`config.mk`:
```
export PLATFORM = sky130hd
export DESIGN_NAME = fetch_queue_unit_flat
export DESIGN_NICKNAME = d
export VERILOG_FILES = /design/src/rtl/fetch_queue_unit_if.sv /design/src/rtl/fetch_queue_unit.sv /design/src/flat_wrapper.sv
export SDC_FILE = /design/constraint.sdc
export NUM_CORES = 1
export LEC_CHECK = 0
export ABC_AREA = 1
export CAP_MARGIN = 0
export CORE_ASPECT_RATIO = 1.2
export CORE_MARGIN = 2
export CORE_UTILIZATION = 35
export DETAILED_ROUTE_END_ITERATION = 7
export GPL_ROUTABILITY_DRIVEN = 0
export GPL_TIMING_DRIVEN = 0
export PLACE_DENSITY = 0.63
export REMOVE_ABC_BUFFERS = 1
export SETUP_SLACK_MARGIN = 0.4
export SYNTH_ARGS = -nofsm -noshare
export SYNTH_HDL_FRONTEND = slang
export SYNTH_SLANG_ARGS = --single-unit
```
`constraint.sdc`:
```
create_clock -name clk -period 3 [get_ports clk]
set_clock_uncertainty 0.2 [all_clocks]
set_input_delay 0.6 -clock clk [delete_from_list [all_inputs] [get_ports clk]]
set_output_delay 0.6 -clock clk [all_outputs]
set_load 0.02 [all_outputs]
```
`src/rtl/fetch_queue_unit_if.sv`:
```
// fetch_queue_unit_if: redirect, imem handshake and instruction-stream bundle; FETCH_STATS_EN adds counter outputs
interface fetch_queue_unit_if;
  logic        pcSrc;
  logic [31:0] pcTarget;
  logic        imemReq;
  logic [31:0] imemAddr;
  logic        imemAck;
  logic [31:0] imemData;
  logic        instrValid;
  logic        instrReady;
  logic [31:0] instr;
  logic [31:0] pcPlus8;
  logic [31:0] instrPc;
`ifdef FETCH_STATS_EN
  logic [31:0] statFetched;
  logic [31:0] statFlushed;
  modport master(
    input  pcSrc, pcTarget, imemAck, imemData, instrReady,
    output imemReq, imemAddr, instrValid, instr, pcPlus8, instrPc, statFetched, statFlushed
  );
  modport slave(
    output pcSrc, pcTarget, imemAck, imemData, instrReady,
    input  imemReq, imemAddr, instrValid, instr, pcPlus8, instrPc, statFetched, statFlushed
  );
`else
  modport master(
    input  pcSrc, pcTarget, imemAck, imemData, instrReady,
    output imemReq, imemAddr, instrValid, instr, pcPlus8, instrPc
  );
  modport slave(
    output pcSrc, pcTarget, imemAck, imemData, instrReady,
    input  imemReq, imemAddr, instrValid, instr, pcPlus8, instrPc
  );
`endif
endinterface

```
`src/rtl/fetch_queue_unit.sv`:
```
// fetch_queue_unit: ARM fetch front end with prefetch queue; FETCH_STATS_EN adds fetch/flush counters
module fetch_queue_unit #(
  parameter int          DEPTH    = 4,
  parameter logic [31:0] RESET_PC = 32'h0000_0000
) (
  input logic                clk,
  input logic                rst,
  fetch_queue_unit_if.master bus
);
  localparam int AW = $clog2(DEPTH);
  typedef enum logic {IDLE, REQ} state_e;
  state_e        state_q;
  logic [AW-1:0] rd_ptr_q, wr_ptr_q;
  logic [AW:0]   count_q, count_d;
  logic [31:0]   fetch_pc_q, fetch_pc_d, addr_q, addr_d;
  logic          disc_q;
  logic [31:0]   data_mem_q [DEPTH];
  logic [31:0]   pc_mem_q [DEPTH];
  logic          busy, pop, push, hold, issue;
  assign busy       = state_q == REQ;
  assign hold       = busy & ~bus.imemAck;
  assign pop        = bus.instrValid & bus.instrReady & ~bus.pcSrc;
  assign push       = busy & bus.imemAck & ~disc_q & ~bus.pcSrc;
  assign count_d    = bus.pcSrc ? '0 : count_q + (AW+1)'(push) - (AW+1)'(pop);
  assign fetch_pc_d = bus.pcSrc ? bus.pcTarget & ~32'd3 : push ? fetch_pc_q + 32'd4 : fetch_pc_q;
  // count_d already includes this cycle's push, so one more request keeps commitments within DEPTH
  assign issue      = ~hold & (count_d < (AW+1)'(DEPTH)) & ~(~busy & bus.pcSrc);
  assign addr_d     = hold ? addr_q : fetch_pc_d;
  always_ff @(posedge clk or negedge rst) begin
    if (!rst) begin
      state_q    <= IDLE;
      disc_q     <= 1'b0;
      count_q    <= '0;
      rd_ptr_q   <= '0;
      wr_ptr_q   <= '0;
      fetch_pc_q <= RESET_PC;
      addr_q     <= RESET_PC;
      for (int i = 0; i < DEPTH; i++) begin
        data_mem_q[i] <= '0;
        pc_mem_q[i]   <= '0;
      end
    end else begin
      state_q    <= (hold | issue) ? REQ : IDLE;
      disc_q     <= hold & (disc_q | bus.pcSrc);
      count_q    <= count_d;
      fetch_pc_q <= fetch_pc_d;
      addr_q     <= addr_d;
      if (bus.pcSrc) begin
        rd_ptr_q <= '0;
        wr_ptr_q <= '0;
      end else begin
        if (push) begin
          data_mem_q[wr_ptr_q] <= bus.imemData;
          pc_mem_q[wr_ptr_q]   <= addr_q;
          wr_ptr_q             <= wr_ptr_q + AW'(1);
        end
        if (pop) rd_ptr_q <= rd_ptr_q + AW'(1);
      end
    end
  end
  assign bus.imemReq    = busy;
  assign bus.imemAddr   = addr_q;
  assign bus.instrValid = count_q != '0;
  assign bus.instr      = data_mem_q[rd_ptr_q];
  assign bus.instrPc    = pc_mem_q[rd_ptr_q];
  assign bus.pcPlus8    = pc_mem_q[rd_ptr_q] + 32'd8;
`ifdef FETCH_STATS_EN
  logic [31:0] fetched_q, flushed_q;
  logic [32:0] flush_sum;
  // a still-outstanding response not yet marked for discard is lost by this redirect
  assign flush_sum = {1'b0, flushed_q} + 33'(count_q) + 33'(busy & ~disc_q);
  always_ff @(posedge clk or negedge rst) begin
    if (!rst) begin
      fetched_q <= '0;
      flushed_q <= '0;
    end else begin
      if (push && fetched_q != '1) fetched_q <= fetched_q + 32'd1;
      if (bus.pcSrc) flushed_q <= flush_sum[32] ? '1 : flush_sum[31:0];
    end
  end
  assign bus.statFetched = fetched_q;
  assign bus.statFlushed = flushed_q;
`endif
endmodule

```
`src/flat_wrapper.sv`:
```
// flat-port wrapper written by rule: the top's interface ports become plain ports
module fetch_queue_unit_flat 
#(
  parameter int          DEPTH    = 4,
  parameter logic [31:0] RESET_PC = 32'h0000_0000
)
  (clk, rst, bus_pcSrc, bus_pcTarget, bus_imemAck, bus_imemData, bus_instrReady, bus_imemReq, bus_imemAddr, bus_instrValid, bus_instr, bus_pcPlus8, bus_instrPc);
  fetch_queue_unit_if bus_i ();
  input logic clk;
  input logic rst;
  input wire logic [$bits(bus_i.pcSrc)-1:0] bus_pcSrc;
  input wire logic [$bits(bus_i.pcTarget)-1:0] bus_pcTarget;
  input wire logic [$bits(bus_i.imemAck)-1:0] bus_imemAck;
  input wire logic [$bits(bus_i.imemData)-1:0] bus_imemData;
  input wire logic [$bits(bus_i.instrReady)-1:0] bus_instrReady;
  output wire logic [$bits(bus_i.imemReq)-1:0] bus_imemReq;
  output wire logic [$bits(bus_i.imemAddr)-1:0] bus_imemAddr;
  output wire logic [$bits(bus_i.instrValid)-1:0] bus_instrValid;
  output wire logic [$bits(bus_i.instr)-1:0] bus_instr;
  output wire logic [$bits(bus_i.pcPlus8)-1:0] bus_pcPlus8;
  output wire logic [$bits(bus_i.instrPc)-1:0] bus_instrPc;
  assign bus_i.pcSrc = bus_pcSrc;
  assign bus_i.pcTarget = bus_pcTarget;
  assign bus_i.imemAck = bus_imemAck;
  assign bus_i.imemData = bus_imemData;
  assign bus_i.instrReady = bus_instrReady;
  assign bus_imemReq = bus_i.imemReq;
  assign bus_imemAddr = bus_i.imemAddr;
  assign bus_instrValid = bus_i.instrValid;
  assign bus_instr = bus_i.instr;
  assign bus_pcPlus8 = bus_i.pcPlus8;
  assign bus_instrPc = bus_i.instrPc;
  fetch_queue_unit #(.DEPTH(DEPTH), .RESET_PC(RESET_PC)) u_core (.clk(clk), .rst(rst), .bus(bus_i));
endmodule
```
==> results of run 1 <==
## kinds of logic (layout without fill, tap and decap cells)
logic type	Yosys count	in the layout	share of synthesized area [%]
flops	329	329	51.82
buf+inv	279	577	7.159
compound gates	429	429	14.05
simple gates	948	948	24.89
fa+ha+maj	9	9	0.7561
xor+xnor	24	24	1.323
## area by class of cell
type	count	area share [%]
Multi-Input combinational cell	1410	34.64
Timing Repair Buffer	350	18.21
Inverter	162	3.069
Sequential cell	329	35.53
Clock inverter	12	0.5556
Clock buffer	48	4.515
Timing Repair inverter	5	0.1996
Tap cell	609	3.285
## path summary, 6_finish.rpt
kind | slack, ns | endpoint | startpoint | cells after the start
max | -0.72 | bus_pcPlus8[31] | u_core.rd_ptr_q[0] | 16
min | 0.28 | u_core.data_mem_q[83] | u_core.data_mem_q[83] | 2
max reg2reg | 0.55 | u_core.bus.imemReq | u_core.count_q[1] | 15
min reg2reg | 0.28 | u_core.data_mem_q[83] | u_core.data_mem_q[83] | 2
max in group asynchronous | 0.76 | u_core.pc_mem_q[28] | rst | 4
min in group asynchronous | 0.42 | u_core.pc_mem_q[1] | rst | 2
## synth_stat cells (3+ instances only)
library cell  number
a21boi_0           9
a21oi_1            8
and2_1             5
buf_1              3
buf_2             18
buf_4              6
buf_6              6
clkbuf_1          84
dfrtp_1          329
ha_1               8
inv_1            150
inv_2             11
nand2_1          618
nand2_2           13
nand3_1           94
nand3_2            3
nand3b_1           5
nand4_1           18
nor2_1           158
nor2_2             9
nor2_4             5
nor3_1             3
nor3_4             4
o211ai_1           3
o21ai_0          363
o21ai_1            6
o22ai_1           36
or2_2             12
xnor2_1            4
xor2_1            20
## worst register-to-register path: stages, from the launching register on
cell and delay (ns):
dfrtp_2 0.42, inv_1 0.07, nand3_2 0.09, nand2_2 0.09, nor2_1 0.04, ha_1 0.29
inv_1 0.06, ha_1 0.14, inv_1 0.05, fa_1 0.36, inv_1 0.07, o21ai_0 0.08
a21oi_1 0.18, nand2_1 0.06, o21ai_0 0.08, inv_1 0.05
## routing by layer
| layer | track usage [%] | up-vias | routed length [um] | part of all wire [%] |
|---|---|---|---|---|
| met2 | 35.42 | 569 | 26840 | 48 |
| met4 | 8.684 | 0 | 2381 | 4.3 |
| li1 | - | 7040 | - | - |
| met1 | 28.16 | 7248 | 23070 | 41 |
| met5 | 0 | - | 0 | 0 |
| met3 | 3.845 | 130 | 3533 | 6.3 |
## through the flow
stage	TNS (ns)	utilization [%]	setup slack, ns
after global placement	-6090.92	40.29	-13.13
after global routing	-29.92	51.68	-0.8741
after detailed placement	-668.82	40.89	-2.493
after floorplan	-365.90	-	-3.263
after CTS	-20.63	45.89	-0.6900
final	-24.68	51.68	-0.7201
## power by group
part	internal, W	leakage, nW	switching (W)
Sequential	0.00578	4.25	0.000981
Combinational	0.00541	6.03	0.00684
Clock	0.00263	0.575	0.00184
Total	0.0138	10.9	0.00966
## flip-flops by register name, summed over array words and instances, names as in the netlist
register             cells
u_core.data_mem_q      128
u_core.bus.imemReq       1
u_core.rd_ptr_q          2
u_core.disc_q            1
u_core.bus.imemAddr     32
u_core.pc_mem_q        128
u_core.fetch_pc_q       32
u_core.count_q           3
u_core.wr_ptr_q          2
## timing repair
item	in CTS	in global routing
resized for setup	656	468
endpoints found under the hold margin	86	0
hold buffers	1	0
endpoints found under the setup margin	422	363
pin swaps	33	138
cloned	12	22
buffers inserted	63	53
==> flow_summary.json, run 1 <==
{
  "status": "finished, violations left",
  "violations": "negative setup slack",
  "timing.fmax_mhz": 268.8,
  "final_common_cell": "nand2_1",
  "clkTransAtPathRegs_ns": 0.06,
  "synth.area.top_cells": "dfrtp_1 52%, nand2_1 15%, o21ai_0 11%",
  "gr-total-overflow": 0,
  "ys.flop_type": "dfrtp_1",
  "num_vias": 14990,
  "required_ns": 2.20,
  "drtIter0Drc": 1023,
  "rows": 85,
  "cp_common_cell": "nand2_2",
  "start_kind": "flop",
  "fin_nets": 2373,
  "yosysTopAreaCellShare_pct": 51.82,
  "avgSynthCellArea_um2": 7.873,
  "drive_gt1_share_pct": 27.85,
  "firstDrtPassIters": 5,
  "p_per_area_mw_per_mm2": 1012,
  "synth_area_mm2": 0.01589,
  "stdcell_count": 2925,
  "fin_crit_sh_pct": 124.0,
  "finalHoldViolations": 0,
  "coreArea_mm2": 0.04488,
  "p_leak_nw": 10.85,
  "cpPeakStageDelay_ns": 0.57,
  "clk_latency_ns": 0.54,
  "ir_worst_vdd_mv": 0.4374,
  "worst_slack_ns": -0.7201,
  "grt_use_total_pct": 21.57,
  "grt_max_degree": 126,
  "cp.arrival_ns": 2.92,
  "io_pins": 199,
  "synth_seq_area_share_pct": 51.82,
  "slew_headroom_pct": 51.15,
  "final_cell_area_mm2": 0.02319,
  "cp-end-kind": "primary output",
  "synth_edf_count": 0,
  "grt_pass1_vias": 13990,
  "cts_buffers": 37,
  "yosysWarningCount": 0,
  "seq_area_mm2": 0.008242,
  "antenna_found_initial": 0,
  "numPortBuffers": 196,
  "drt-total-wl_um": 55820,
  "synth_seq_cells": 329,
  "ant_nets": 0,
  "drv_cap": 0,
  "synth_async_sr_flop_share_pct": 100.0,
  "drc_errors": 0,
  "rsz0062_at_grt": "yes",
  "cts_buffer_depth": 3,
  "cpMaxStageDelayCell": "dfrtp_4",
  "die_w_um": 198.5,
  "critPathTopFamily": "simple AND/OR/NAND/NOR gates",
  "dp_cells": 2714,
  "cts_root_buf": "clkbuf_16",
  "final.fill_count": 4071,
  "cts_sinks": 329,
  "antenna_cells": 0,
  "hpwl_um": 30000,
  "yosysUniqueCellTypes": 36,
  "die_area_mm2": 0.04712,
  "crit_chain": "inv_16, buf_16, nor2_4, nor2_2, o21ai_2, nand2_2, ha_4, clkinvlp_4, nor2_4, nand2_4, nor3_4, buf_6, nand2_2, nand2_2, nand2_2, buf_6",
  "initial_core_util_pct": 35.40,
  "mostFrequentLayoutCells": "519 x nand2_1, 326 x dfrtp_1, 323 x o21ai_0",
  "synth_top_cell_by_area": "dfrtp_1",
  "placed_area_mm2": 0.01835,
  "min_path_type": "flop to flop",
  "routed_via_density": 5.124,
  "total_power_w": 0.02347,
  "wl_per_cell_um": 19.08,
  "critPathMaxFanout": 6,
  "finalCriticalPeriod_ns": 3.720,
  "worstSetupPathType": "flop to primary output",
  "fin_hold_ws_ns": 0.2806,
  "multiInputGateArea_mm2": 0.008034,
  "syn_inst": 2018,
  "critPathBufInv": 5,
  "ctsHtreeMaxLevel": 2,
  "areaGrowthSynthToFinish_pct": 45.99,
  "grt_pass1_wl_um": 78610,
  "die_height_um": 237.4,
  "cts_tree": "built",
  "drv_slew": 0,
  "tightest_slew_ns": 0.7328,
  "setup_viol": 80
}
Power figures use the tool's default switching activity.
==> run 2, diff against run 1 <==
- PLACE_DENSITY: 0.63 -> default
- PLACE_DENSITY_LB_ADDON: default -> 0.05
==> run 2 against run 1 <==
Effect of this change:
- the run still ends with negative setup slack left
- die area is the same
- total power grew 0.32%
- via count shrank 3.0%
- flip-flop and latch count is the same
- worst setup slack lost 0.0019 ns
- clock-buffer cell count grew 14
- core utilization shrank 0.29 points
- maximum frequency is essentially flat
- first-iteration DRC count shrank 10%
==> flow_summary.json, run 2 (same netlist as run 1, synthesis figures left out) <==
{
  "status": "finished, violations left",
  "violations": "negative setup slack",
  "seq_area_mm2": 0.008240,
  "grt_pass1_vias": 13830,
  "finalHoldViolations": 0,
  "m1WireLength_um": 24210,
  "ant_nets": 0,
  "drive_gt1_share_pct": 26.33,
  "clk_latency_ns": 0.55,
  "num_vias": 14540,
  "final.fill_count": 4289,
  "crit_chain": "buf_16, inv_16, buf_16, nor2_4, nor2_2, o21ai_2, nand2_2, ha_4, clkinvlp_4, nor2_4, nand2_4, nor3_4, xor2_1, buf_4",
  "reg.largest.list": "u_core.data_mem_q (128), u_core.pc_mem_q (128)",
  "dr_wl_met2_um": 27060,
  "cts_tree": "built",
  "wl_per_cell_um": 18.89,
  "cts_root_buf": "clkbuf_16",
  "tightest_slew_ns": 0.8174,
  "antenna_found_initial": 0,
  "coreArea_mm2": 0.04488,
  "die_area_mm2": 0.04712,
  "fin_hold_ws_ns": 0.2804,
  "drv_slew": 0,
  "gr-total-overflow": 0,
  "cts_buffers": 39,
  "timing.fmax_mhz": 268.7,
  "rr_worst_depth": 15,
  "firstDrtPassIters": 5,
  "start_kind": "flop",
  "cts_sinks": 329,
  "rows": 85,
  "p_leak_nw": 10.72,
  "hpwl_um": 30890,
  "ir_worst_vdd_mv": 0.4107,
  "grt_use_total_pct": 22.87,
  "placed_area_mm2": 0.01839,
  "cp.arrival_ns": 2.92,
  "cp.depth": 14,
  "crit_end": "bus_pcPlus8[15]",
  "rsz0062_at_grt": "yes",
  "fin_nets": 2386,
  "min_path_type": "flop to flop",
  "cp-startpoint": "u_core.rd_ptr_q[0]",
  "initial_core_util_pct": 35.40,
  "grt_pass1_wl_um": 82120,
  "finalCriticalPeriod_ns": 3.722,
  "stdcell_count": 2945,
  "p_per_area_mw_per_mm2": 1021,
  "cpPeakStageDelay_ns": 0.50,
  "rr_endpoint": "u_core.bus.imemReq",
  "areaGrowthSynthToFinish_pct": 45.18,
  "dp_cells": 2716,
  "top_layer": "met4",
  "numPortBuffers": 196,
  "fin_crit_sh_pct": 124.1,
  "worst_slack_ns": -0.7220,
  "slew_headroom_pct": 45.51,
  "drt-total-wl_um": 55640,
  "antenna_cells": 0,
  "critPathMaxFanout": 5,
  "io_pins": 199,
  "final_cell_area_mm2": 0.02307,
  "cpMaxStageDelayCell": "dfrtp_4",
  "required_ns": 2.20,
  "critPathTopFamily": "buffers and inverters",
  "place_ws_ns": -2.924,
  "drc_errors": 0,
  "ctsHtreeMaxLevel": 2,
  "final_common_cell": "nand2_1",
  "critPathBufInv": 5,
  "die_w_um": 198.5,
  "multiInputGateArea_mm2": 0.007724,
  "clkTransAtPathRegs_ns": 0.06,
  "routed_via_density": 4.937,
  "drtIter0Drc": 921,
  "die_height_um": 237.4,
  "drv_cap": 0,
  "mostFrequentLayoutCells": "541 x nand2_1, 327 x dfrtp_1, 316 x o21ai_0",
  "reg2reg_slack_ns": 0.62,
  "cts_buffer_depth": 3,
  "tns_ns": -20.84,
  "grt_max_degree": 117,
  "dr_wl_met3_um": 2752,
  "cp-end-kind": "primary output",
  "setup_viol": 74,
  "worstSetupPathType": "flop to primary output",
  "r2r-start": "u_core.count_q[1]"
}
run 2: per-stage QoR:
| stage | util (%) | total power [W] |
|---|---|---|
| 3_3_place_gp | 40.29 | 0.01500 |
| 3_5_place_dp | 40.97 | 0.01503 |
| 4_1_cts | 47.55 | 0.02174 |
| 6_report | 51.39 | 0.02355 |
| 2_1_floorplan | - | 0.01105 |
| 5_1_grt | 51.39 | 0.02488 |
run 2: worst min path at each step:
stage	start	end	slack [ns]	cells after the start
finish	u_core.data_mem_q[94]	u_core.data_mem_q[94]	0.28	2
global route	u_core.pc_mem_q[8]	u_core.pc_mem_q[8]	0.30	2
CTS	u_core.data_mem_q[94]	u_core.data_mem_q[94]	0.28	2
detailed placement	u_core.data_mem_q[48]	u_core.data_mem_q[48]	0.27	2
global placement	u_core.data_mem_q[46]	u_core.data_mem_q[46]	0.26	2
floorplan	rst	u_core.bus.imemAddr[0]	0.10	0
run 2: timing repair:
| item | in CTS | in global routing |
|---|---|---|
| pin swaps | 47 | 84 |
| cloned | 19 | 10 |
| gates resized for setup | 763 | 303 |
| setup buffers | 78 | 52 |
| hold buffers | 1 | 0 |
| hold endpoints to repair | 99 | 0 |
| setup endpoints to repair | 420 | 212 |
run 2: power by group:
group | leakage [nW] | internal (W) | switching [W]
registers | 4.26 | 0.00578 | 0.000856
logic | 5.85 | 0.00540 | 0.00681
clock network | 0.618 | 0.00281 | 0.00189
run 2: layer usage:
| metal | track usage, % | up-vias |
|---|---|---|
| met5 | 0 | - |
| met4 | 7.304 | 0 |
| met3 | 3.434 | 78 |
| met2 | 37.94 | 364 |
| met1 | 30.70 | 7014 |
| li1 | - | 7084 |
run 2: cell type report:
| cell class | count | area share, % |
|---|---|---|
| clock inverter | 7 | 0.2712 |
| multi-input combinational | 1410 | 33.49 |
| tap | 609 | 3.303 |
| timing repair inverter | 13 | 1.041 |
| sequential | 329 | 35.73 |
| timing repair buffer | 353 | 17.94 |
| clock buffer | 62 | 5.180 |
| inverter | 162 | 3.049 |
run 2: tightest hold or removal path, stage by stage (launching register included):
cell and delay, ns:
dfrtp_1 0.34, nand2_1 0.05, o21ai_0 0.06
